## src/rtl/pci_arb_pkg.sv

```systemverilog
// pci_arb_pkg: state encoding, default timer constants and sizing helper
// shared by the PCI bus arbiter and its priority picker.
package pci_arb_pkg;
    localparam int DEF_N_MASTERS     = 4;
    localparam int DEF_LAT_TIMER     = 16;
    localparam int DEF_START_TIMEOUT = 8;

    typedef enum logic [2:0] {
        ST_IDLE,
        ST_GRANTED,
        ST_BUSY,
        ST_DRAIN,
        ST_TURN
    } arb_state_e;

    function automatic int clog2(input int v);
        int r;
        r = 0;
        for (int i = 0; i < 31; i++) if ((1 << i) < v) r = i + 1;
        return r;
    endfunction
endpackage

```

## src/rtl/rr_priority_pick.sv

```systemverilog
// rr_priority_pick: combinational find-first-set starting at i_ptr, wrapping
// modulo N; reports the winning index and whether any request is set.
module rr_priority_pick import pci_arb_pkg::*; #(
    parameter int N = DEF_N_MASTERS,
    parameter int W = clog2(DEF_N_MASTERS)
) (
    input  logic [N-1:0] i_req,
    input  logic [W-1:0] i_ptr,
    output logic [W-1:0] o_winner,
    output logic         o_any
);
    logic [W-1:0] w_idx;

    // Walk from the farthest slot back to i_ptr so the nearest request wins.
    always_comb begin
        o_winner = '0;
        w_idx    = '0;
        for (int i = N - 1; i >= 0; i--) begin
            w_idx = W'((int'(i_ptr) + i) % N);
            if (i_req[w_idx]) o_winner = w_idx;
        end
    end

    assign o_any = |i_req;
endmodule

```

## src/rtl/pci_bus_arbiter.sv

```systemverilog
// pci_bus_arbiter: round-robin arbiter for the shared PCI-style bus with a
// latency timer, a start timeout and a forced idle turnaround between owners.
module pci_bus_arbiter import pci_arb_pkg::*; #(
    parameter int N_MASTERS     = DEF_N_MASTERS,
    parameter int LAT_TIMER     = DEF_LAT_TIMER,
    parameter int START_TIMEOUT = DEF_START_TIMEOUT
) (
    input  logic                        clk,
    input  logic                        reset_n,
    input  logic [N_MASTERS-1:0]        req,
    input  logic                        frame_n,
    input  logic                        irdy_n,
    output logic [N_MASTERS-1:0]        gnt,
    output logic [clog2(N_MASTERS)-1:0] owner,
    output logic                        owner_vld
);
    localparam int OW   = clog2(N_MASTERS);
    localparam int TMAX = (LAT_TIMER > START_TIMEOUT) ? LAT_TIMER : START_TIMEOUT;
    localparam int TW   = clog2(TMAX) + 1;
    localparam logic [N_MASTERS-1:0] ONE = N_MASTERS'(1);

    arb_state_e           r_state, w_next;
    logic [TW-1:0]        r_tmr, w_tmr;
    logic [OW-1:0]        r_ptr, r_owner, w_win;
    logic [N_MASTERS-1:0] r_gnt;
    logic                 w_any, w_grant, w_bus_idle, w_other, w_hold;

    rr_priority_pick #(.N(N_MASTERS), .W(OW)) u_pick (
        .i_req    (req),
        .i_ptr    (r_ptr),
        .o_winner (w_win),
        .o_any    (w_any)
    );

    assign w_bus_idle = frame_n & irdy_n;
    assign w_other    = |(req & ~(ONE << r_owner));
    assign w_hold     = (w_next == ST_GRANTED) || (w_next == ST_BUSY);

    // A dropped owner request wins over timer expiry, so a release in the
    // expiry cycle is handled as voluntary.
    always_comb begin
        w_next  = r_state;
        w_tmr   = '0;
        w_grant = 1'b0;
        case (r_state)
            ST_IDLE:
                if (w_any && w_bus_idle) begin
                    w_next  = ST_GRANTED;
                    w_grant = 1'b1;
                end
            ST_GRANTED:
                if (!frame_n) w_next = ST_BUSY;
                else if (!req[r_owner] || r_tmr == TW'(START_TIMEOUT - 1)) w_next = ST_TURN;
                else w_tmr = r_tmr + 1'b1;
            ST_BUSY:
                if (!req[r_owner] || (w_other && r_tmr == TW'(LAT_TIMER - 1))) w_next = ST_DRAIN;
                else if (w_other) w_tmr = r_tmr + 1'b1;
            ST_DRAIN:
                if (w_bus_idle) w_next = ST_TURN;
            default:
                w_next = ST_IDLE;
        endcase
    end

    always_ff @(posedge clk or negedge reset_n) begin
        if (!reset_n) begin
            r_state <= ST_IDLE;
            r_tmr   <= '0;
            r_ptr   <= '0;
            r_owner <= '0;
            r_gnt   <= '0;
        end else begin
            r_state <= w_next;
            r_tmr   <= w_tmr;
            if (w_grant) begin
                r_owner <= w_win;
                r_ptr   <= (int'(w_win) == N_MASTERS - 1) ? '0 : w_win + 1'b1;
                r_gnt   <= ONE << w_win;
            end else if (!w_hold) begin
                r_gnt <= '0;
            end
        end
    end

    assign gnt       = r_gnt;
    assign owner     = r_owner;
    assign owner_vld = |r_gnt;
endmodule

```

## config.mk

```make
export PLATFORM = sky130hd
export DESIGN_NAME = pci_bus_arbiter
export DESIGN_NICKNAME = d
export VERILOG_FILES = /design/src/rtl/pci_arb_pkg.sv /design/src/rtl/rr_priority_pick.sv /design/src/rtl/pci_bus_arbiter.sv
export SDC_FILE = /design/constraint.sdc
export NUM_CORES = 1
export LEC_CHECK = 0
export ABC_AREA = 1
export ABC_CLOCK_PERIOD_IN_PS = 2100
export BUFFER_PORTS_ARGS = -buffer_cell sky130_fd_sc_hd__buf_2
export CAP_MARGIN = 20
export CORE_MARGIN = 10
export CORE_UTILIZATION = 56
export CTS_CLUSTER_DIAMETER = 100
export CTS_CLUSTER_SIZE = 40
export DETAILED_ROUTE_END_ITERATION = 6
export GPL_TIMING_DRIVEN = 1
export PLACE_DENSITY = 0.79
export SLEW_MARGIN = 20
export SYNTH_ARGS = -nofsm -noshare
export SYNTH_HDL_FRONTEND = slang
export SYNTH_SLANG_ARGS = --single-unit
```

## constraint.sdc

```tcl
create_clock -name clk -period 2.1 [get_ports clk]
set_input_delay 0.315 -clock clk [delete_from_list [all_inputs] [get_ports clk]]
set_output_delay 0.315 -clock clk [all_outputs]
set_load 0.03 [all_outputs]
```

* Word level (Yosys, flattened, before mapping)
Index checks and enable logic that the tools add are counted.
** Storage, ports and cells
- Input port bits :: 8
- Logic and storage cells :: 69
- Bits in registers :: 16
- Output and inout bits :: 7
** Cells by class
- $add $sub $neg :: 5
- Bitwise operators :: 3
- Shift-type cells :: 2
- Mux-type cells :: 30
- Reductions and logical operators :: 10
- Equal/unequal tests :: 9
- Magnitude comparators :: 5
** Operators by type and width (count)
- 5-bit 2-to-1 mux :: 4
- 2-bit by 3-bit less-than comparator with 1-bit output, second input constant :: 5
- 3-bit 2-to-1 mux :: 5
- 3-bit case mux with 4 select lines :: 1
- 4-bit OR reduction :: 3
- 1-bit binary-select mux with 2-bit select :: 5
- 2-bit 2-to-1 mux :: 5
- 5-bit case mux with 2 select lines :: 1
- 3-bit by 2-bit equality test with 1-bit output, second input constant :: 3
- 4-bit 2-to-1 mux :: 2
- 1-bit by 2-bit left shift with 4-bit output, first input constant :: 2
- 1-bit 2-to-1 mux :: 7
- 3-bit by 1-bit equality test with 1-bit output, second input constant :: 2
- 5-bit by 1-bit adder with 5-bit output, second input constant :: 1
- 5-bit by 3-bit equality test with 1-bit output, second input constant :: 1
- 5-bit by 4-bit equality test with 1-bit output, second input constant :: 1
- 2-bit by 1-bit adder with 2-bit output, second input constant :: 2
- 2-bit adder, second input constant :: 2
- 4-bit AND :: 1
- 4-bit NOT :: 1
- 3-bit zero test :: 1
- 1-bit logical OR :: 3
- 2-bit by 1-bit equality test with 1-bit output, second input constant :: 1
- 1-bit logical AND :: 2
- 3 further kinds :: 3

* Longest topological paths before layout
Gate-level depths: netlist of run 1.
- Depth in word-level cells :: 12
- Mapped depth :: 14
- Depth with buffers taken out :: 13

* Cells and area by module
Synthesis of run 1 repeated with hierarchy kept, for this count alone.
** Second synthesis, totals
- Cell total of the unflattened synthesis :: 164
- Area, all modules :: 1123.6 µm²
** Modules (own cells, without submodules)
- pci_bus_arbiter :: seq. area each 400.4 µm², area an instance 934.6 µm², times used 1, cells each 118
- rr_priority_pick :: seq. area each 0.0 µm², area an instance 188.9 µm², times used 1, cells each 46

* Least setup slack after synthesis of run 1
No wires, ideal clock.
- Kind :: register to register
- From :: register r_ptr[0]
- To :: register r_ptr[1]
- Buffers on the path :: 1
- Clock period less this slack :: 1.731 ns
- Arrival time :: 1.648 ns
- Slack :: 0.369 ns
- Cell stages (with the launch flop) :: 11
- Library setup time :: 0.083 ns
- Required time :: 2.017 ns
- Cells stage by stage :: dfrtp_1 buf_6 nand2_1 o21ai_2 or2_2 nand2_1 o21ai_1 nand2_2 inv_1 ha_1 o21ai_0
** Between the ends
- Longest elaborated chain between the ends :: 9
- Elaborated cells on any way between the ends :: 18
- Those cells by class :: 4 x add/sub; 1 x eq/ne; 13 x mux
** RTL lines
- start: declaration :: RTL line pci_bus_arbiter.sv:24 : logic [OW-1:0] r_ptr, r_owner, w_win;
- start signal: assignment :: RTL line pci_bus_arbiter.sv:77 : r_ptr <= (int'(w_win) == N_MASTERS - 1) ? '0 : w_win + 1'b1;
- 2-bit adder :: RTL line rr_priority_pick.sv:19 : w_idx = W'((int'(i_ptr) + i) % N);
- 1-bit binary-select mux with 2-bit select :: RTL line rr_priority_pick.sv:20 : if (i_req[w_idx]) o_winner = w_idx;
- 1-bit 2-to-1 mux (not written as such) :: RTL line rr_priority_pick.sv:20
- 2-bit 2-to-1 mux (3 in series) :: RTL line rr_priority_pick.sv:20
- 2-bit 2-to-1 mux * :: RTL line rr_priority_pick.sv:20
- via u_pick.o_winner[0] :: RTL line rr_priority_pick.sv:9 : output logic [W-1:0] o_winner,
- 2-bit by 1-bit adder with 2-bit output or 2-bit by 1-bit equality test with 1-bit output (tied branches) :: RTL line pci_bus_arbiter.sv:77
- 2-bit 2-to-1 mux * :: RTL line pci_bus_arbiter.sv:77
Mark *: on every way through the listed nets, which the timed path passes. The rest lies on a longest branch. The select of a mux whose other input is x is not followed.
A chain may end at the register's enable or synchronous reset.

* Worst setup path in the final report of run 1
Ends and elaborated chain as after synthesis.

==> summary.md, run 1 <==
| Metric | Value |
|---|---|
| Cells along the critical path | `o21ai_1 > nand2_1 > o21ai_2 > inv_2 > nor2_1 > o21ai_1 > nand2_2 > inv_1 > ha_1 > o21ai_0` |
| Most common cell after layout, fill and taps aside | `nand2_1` |
| Leak | `0.734 nW` |
| CP Capture Type | `register` |
| Worst-path clk slew | `0.09 ns` |
| Cell taking the most area after synthesis | `dfrtp_1` |
| Largest net degree at the start of global routing | `17` |
| Mapped Area | `0.00113 mm²` |
| Die height | `64.9 µm` |
| Final setup TNS | `0 ns` |
| Nature of the critical path startpoint | `register` |
| Final ANT Viol Nets | `0` |
| Fmax | `526 MHz` |
| First-pass GRT wire length | `4320 µm` |
| Number of vias per cell | `5.23` |
| Status | `finished, final reports clean` |
| Tmin final | `1.90 ns` |
| Worst path most repeated cell | `o21ai_1` |
| Vias in the first global route | `1092` |
| Critical path class | `reg -> reg` |
| Skew final | `0.00167 ns` |
| Clock sinks | `16` |
| Gr ovfl total | `0` |
| GP Congestion | `0.799` |
| FP Rows | `16` |
| Max Slew Vio Count | `0` |
| Total Routing Usage GR | `12.3%` |
| Yosys Warn Count | `0` |
| Worst-margin pin slew | `0.414 ns` |
| Port Buffers | `14` |
| Post-DR wirelength/cell | `11.8 µm` |
| Share of Yosys cell area claimed by the top area cell type | `35.5%` |
| Post-CTS Setup Bufs | `0` |
| CP Data Arrival Time | `2.11 ns` |
| Crit-path max FO | `12` |
| Tcrit/Tclk final | `90.6%` |
| CP required | `2.31 ns` |
| DP Area | `0.00122 mm²` |
| DR pass1 iterations | `4` |
| Diodes inserted | `0` |
| Top Ports | `15` |
| Synth async-reset ratio | `100%` |
| Synthesized Nets | `173` |
| Worst r2r src | `r_ptr[0]` |
| Cells after synthesis | `159` |
| Max stage delay on crit path | `0.50 ns` |
| Core area | `0.00194 mm²` |
| CTS tree | `built` |
| Seq pwr share | `29.8%` |
| Cts bufs inserted | `3` |
| Die Wd | `64.9 µm` |
| CP Launch Point | `r_ptr[0]` |
| Final WS setup | `0.198 ns` |
| Main flop type after synthesis | `dfrtp_1` |
| Post-synthesis sequential area ratio | `35.5%` |
| CTS Root Cell | `clkbuf_4` |
| Post-synth EDFFs | `0` |
| Final #Nets | `192` |
| Share of layout cells above drive strength 1 | `20.5%` |
| Final HPWL DP | `1950 µm` |
| Worst hold path depth | `3` |
| Max transition margin | `72.2%` |
| Later-pin clock latency in the skew report | `0.28 ns` |
| Area contributors post-synth | `dfrtp_1, nand2_1, inv_1` |
| Combinational Power Share | `61.2%` |
| Tot Pwr | `1.75 mW` |
| #FFs+latches synth | `16` |
| Max rail drop VDD | `0.897 mV` |
| Final setup vio count | `0` |
| Filler Cells Inserted | `172` |
| Max Cap Viol | `0` |
| P&R area growth vs syn | `11.9%` |
| Net Switching | `914 µW` |
| Yosys cell types | `28` |
| Initial antenna violation count | `0` |
| CTS Buffer Depth | `2` |
| Critical-path top delay cell | `dfrtp_2` |
| Die area | `0.00421 mm²` |
| PD cells | `1390 mW/mm²` |
| DRC viols | `0` |
| Post-Route WL | `2390 µm` |
| RSZ-0062 raised after global routing | `no` |
| Final Hold Vio Count | `0` |
| Int Power | `836 µW` |
| Via count | `1061` |
| H-tree depth | `1` |
| Starting density of the core | `58.1%` |
| Reg2Reg Depth | `10` |
| Initial drt markers | `29` |
| Fin area | `0.00126 mm²` |
| Worst hold path class | `in -> reg` |
| Synth Area per Inst | `7.10 µm²` |
| Sw Share | `52.2%` |
| Fin Hold WS | `0.354 ns` |
| Hold path start | `frame_n` |
| Clk pwr share | `9.1%` |
| Post-Place Worst Slack | `0.104 ns` |
| Most frequent cells in the layout | `nand2_1, inv_1, dfrtp_1` |
-- state kept, by name, summed over array words and instances (netlist names) --
name / flops
r_state: 3
owner: 2
r_ptr: 2
gnt: 4
r_tmr: 5
-- per-layer routing --
layer / global-route usage, % / share of wire, %
met1: 11.4 / 37
met2: 23.8 / 57
met3: 4.47 / 3.7
met4: 4.55 / 1.6
met5: 0 / 0
-- per-stage QoR --
step,std cells,utilization [%]
after detailed placement,199,62.9
after global routing,203,65.0
final,203,65.0
after global placement,199,62.9
after floorplan,159,-
after CTS,203,64.6
-- repair_timing --
action,4_1_cts,5_1_grt
hold endpoints to repair,16,0
hold buffers,1,0
endpoints found under the setup margin,0,4
resized for setup,0,2
-- critical path, delay by kind of cell, from the launching register on --
kind                       cells  cell delay, ns
AOI/OAI and AO/OA              4            0.59
and+or+nand+nor                3            0.32
DFF                            1            0.50
adders and majority gates      1            0.29
buffers and inverters          2            0.14
-- path summary, 6_finish.rpt --
path	to	slack [ns]
setup / recovery	r_ptr[1]	0.20
hold / removal	r_state[2]	0.35
setup reg to reg	r_ptr[1]	0.20
hold reg to reg	r_tmr[0]	0.47
max in group asynchronous	r_ptr[0]	1.36
min in group asynchronous	r_tmr[3]	0.46
-- final cells by class --
cell class                 instances  area [µm²]  area share, %
inverter                          23        86.3           6.84
clock buffer                       3        22.5           1.78
sequential                        16         402           31.8
timing repair buffer              15        80.1           6.34
tap                               27        33.8           2.68
multi-input combinational        119         638           50.5
-- cell families (layout without fill, tap and decap cells) --
family	after synthesis	count (layout)	share of synthesized area, %
compound gates	18	18	10.9
fa+ha+maj	6	6	6.65
simple gates	93	93	36.8
buf+inv	24	41	8.65
xor+xnor	2	2	1.55
flops	16	16	35.5
-- Yosys cell counts, types with 2 or more instances --
master and n:
inv_1 21, inv_2 2, nor2_1 10, o21ai_1 3, nand2_2 7, o21ai_0 3
nand3_1 12, a21oi_1 4, nor3_1 2, dfrtp_1 16, nand2_1 54, o21ai_2 4
ha_1 6
-- power groups by stage --
stage	Combinational, mW	Clock (mW)	Sequential, mW
2_1_floorplan	0.783	0	0.562
3_3_place_gp	0.999	0	0.515
3_5_place_dp	1.06	0	0.521
4_1_cts	1.07	0.160	0.515
5_1_grt	1.20	0.175	0.544
6_report	1.07	0.159	0.521
(Power assumes the default switching activity.)
==> run 2: changes to the inputs <==
--- a/config.mk
+++ b/config.mk
@@ -7,14 +7,15 @@
 export LEC_CHECK = 0
 export ABC_AREA = 1
 export ABC_CLOCK_PERIOD_IN_PS = 2100
-export BUFFER_PORTS_ARGS = -buffer_cell sky130_fd_sc_hd__buf_2
+export BUFFER_PORTS_ARGS = -buffer_cell sky130_fd_sc_hd__buf_4
 export CAP_MARGIN = 20
 export CORE_MARGIN = 10
 export CORE_UTILIZATION = 56
 export CTS_CLUSTER_DIAMETER = 100
-export CTS_CLUSTER_SIZE = 40
+export CTS_CLUSTER_SIZE = 12
 export DETAILED_ROUTE_END_ITERATION = 6
 export GPL_TIMING_DRIVEN = 1
+export HOLD_SLACK_MARGIN = 0.02
 export PLACE_DENSITY = 0.79
 export SLEW_MARGIN = 20
 export SYNTH_ARGS = -nofsm -noshare
==> run 2 against run 1 <==
  * Design area grew 3.9%
  * Critical path type unchanged
  * Highest routed layer unchanged
  * Power grew 3.3%
  * Final cell count grew 0.49%
  * Clock skew grew 0.0016 ns
  * Critical endpoint unchanged
  * First-iteration DRC count shrank 3.4%
  * Non-clock buffer count is the same
  * Clock power grew 26%
  * Core utilization grew 2.5 points
  * Count of clock-buffer cells in the layout grew 1
  * Critical path depth is the same
  * Sequential cell count is the same
  * Sequential share of layout area shrank 1.2 points
==> summary.md, run 2 (same netlist as run 1, synthesis figures left out) <==
| Metric | Value |
|---|---|
| Skew final | `0.00329 ns (+0.00162 ns)` |
| Later-pin clock latency in the skew report | `0.28 ns (about the same)` |
| Final #Nets | `192 (unchanged)` |
| Share of layout cells above drive strength 1 | `20.9% (+0.45 points)` |
| Cells after DPL | `199 (unchanged)` |
| Worst r2r src | `r_ptr[0]` |
| Initial drt markers | `28 (-3.4%)` |
| Non-Filler Instances | `204 (+0.49%)` |
| DRC viols | `0 (unchanged)` |
| Starting density of the core | `58.1% (unchanged)` |
| Leak | `0.748 nW (+1.9%)` |
| GP Congestion | `0.836 (+4.6%)` |
| Worst hold path class | `in -> reg` |
| Largest net degree at the start of global routing | `17 (unchanged)` |
| Final Hold Vio Count | `0 (unchanged)` |
| Worst hold path depth | `3 (unchanged)` |
| Via count | `1012 (-4.6%)` |
| Post-layout util | `67.5% (+2.5 points)` |
| Gr ovfl total | `0 (unchanged)` |
| FP Rows | `16 (unchanged)` |
| DR pass1 iterations | `4 (unchanged)` |
| CP required | `2.31 ns (about the same)` |
| Tcrit/Tclk final | `88.7% (-1.8 points)` |
| Final ANT Viol Nets | `0 (unchanged)` |
| Core area | `0.00194 mm² (unchanged)` |
| CTS Buffer Depth | `2 (unchanged)` |
| Total Routing Usage GR | `11.6% (-0.73 points)` |
| Most frequent cells in the layout | `nand2_1, inv_1, dfrtp_1` |
| Fmax | `537 MHz (+2.1%)` |
| Critical path class | `reg -> reg` |
| Max transition margin | `74.5% (+2.3 points)` |
| Fin Hold WS | `0.332 ns (-0.0216 ns)` |
| CTS Root Cell | `clkbuf_4` |
| Max rail drop VDD | `0.792 mV (-12%)` |
| CP Capture Type | `register` |
| Max Slew Vio Count | `0 (unchanged)` |
| Reg2Reg Depth | `10 (unchanged)` |
| Post-DR wirelength/cell | `11.1 µm (-6.1%)` |
| Final HPWL DP | `1870 µm (-3.7%)` |
| CP Data Arrival Time | `2.07 ns (-0.04 ns)` |
| Clock sinks | `16 (unchanged)` |
| Final setup TNS | `0 ns (unchanged)` |
| Final WS setup | `0.237 ns (+0.0385 ns)` |
| Initial antenna violation count | `0 (unchanged)` |
| P&R area growth vs syn | `16.2%` |
| Post-Place Worst Slack | `0.118 ns (+0.0141 ns)` |
| Post-Route WL | `2260 µm (-5.6%)` |
| Die area | `0.00421 mm² (unchanged)` |
| Top Ports | `15 (unchanged)` |
| First-pass GRT wire length | `4040 µm (-6.6%)` |
| PD cells | `1380 mW/mm² (-0.53%)` |
| Worst-path clk slew | `0.09 ns (about the same)` |
| Most flops, register | `r_tmr` |
| Die height | `64.9 µm (unchanged)` |
| Die Wd | `64.9 µm (unchanged)` |
| Diodes inserted | `0 (unchanged)` |
| RSZ-0062 raised after global routing | `no` |
| Most common cell after layout, fill and taps aside | `nand2_1` |
| H-tree depth | `1 (unchanged)` |
| Nature of the critical path startpoint | `register` |
| Filler Cells Inserted | `183 (+6.4%)` |
| Hold worst-path end | `r_state[2]` |
| Number of vias per cell | `4.96 (-5.1%)` |
| Final setup vio count | `0 (unchanged)` |
| Max Cap Viol | `0 (unchanged)` |
| Flop-to-flop setup slack | `0.24 ns (+0.04 ns)` |
| Hold path start | `frame_n` |
| Status | `finished, final reports clean` |
| Crit-path max FO | `12 (unchanged)` |
| Worst-margin pin slew | `0.379 ns (-0.0344 ns)` |
| Vias in the first global route | `955 (-13%)` |
| Tmin final | `1.86 ns (-0.0385 ns)` |
| Port Buffers | `14 (unchanged)` |
| CTS tree | `built` |
| Cts bufs inserted | `3 (unchanged)` |
| Worst reg2reg endpoint | `r_ptr[1]` |
| Max reg flops | `5 (unchanged)` |
==> run 2: worst max path at each step <==
stage                     startpoint       end  slack (ns)  depth (start not counted)
after floorplan             r_ptr[0]  r_ptr[1]        0.37                         10
after CTS                   r_ptr[0]  r_ptr[1]        0.10                          9
after global placement      r_ptr[0]  r_ptr[1]        0.24                          9
final                       r_ptr[0]  r_ptr[1]        0.24                         10
after global routing        r_ptr[0]  r_ptr[1]        0.06                         10
after detailed placement    r_ptr[0]  r_ptr[1]        0.12                          9
==> run 2: cell type report <==
class	count	area, µm²	share of cell area (%)
Clock buffer	4	36.3	2.77
Inverter	23	86.3	6.58
Timing Repair Buffer	15	115	8.78
Sequential cell	16	402	30.6
Tap cell	27	33.8	2.58
Multi-Input combinational cell	119	638	48.7
==> run 2: timing repair <==
item,CTS,global route
endpoints found under the setup margin,0,2
setup buffers,0,0
hold buffers,1,0
resized for setup,0,2
hold endpoints to repair,16,0
==> run 2: routing by layer <==
metal  up-vias  share of wire, %  GRT usage (%)
met1       465                44           12.6
met3         4               1.9           2.23
met4         0               1.7           5.08
met2         4                53           21.1
li1        539                 -              -
met5         -                 0              0
==> run 2: worst max-delay path, stage by stage, from the launching register on <==
cell     delay [ns]
dfrtp_2        0.50
o21ai_1        0.26
nand2_1        0.10
o21ai_2        0.07
inv_2          0.06
nor2_1         0.08
o21ai_1        0.09
nand2_2        0.13
inv_1          0.07
ha_1           0.28
o21ai_0        0.15
==> run 2: metrics by stage <==
step / power [mW] / instance area [µm²]
4_1_cts: 1.81 / 1300
3_5_place_dp: 1.61 / 1260
5_1_grt: 1.99 / 1310
2_1_floorplan: 1.34 / 1130
6_report: 1.81 / 1310
3_3_place_gp: 1.56 / 1260
==> run 2: power breakdown <==
group          switching, mW  internal [mW]
clock                 0.0949          0.105
combinational          0.679          0.403
sequential             0.125          0.401
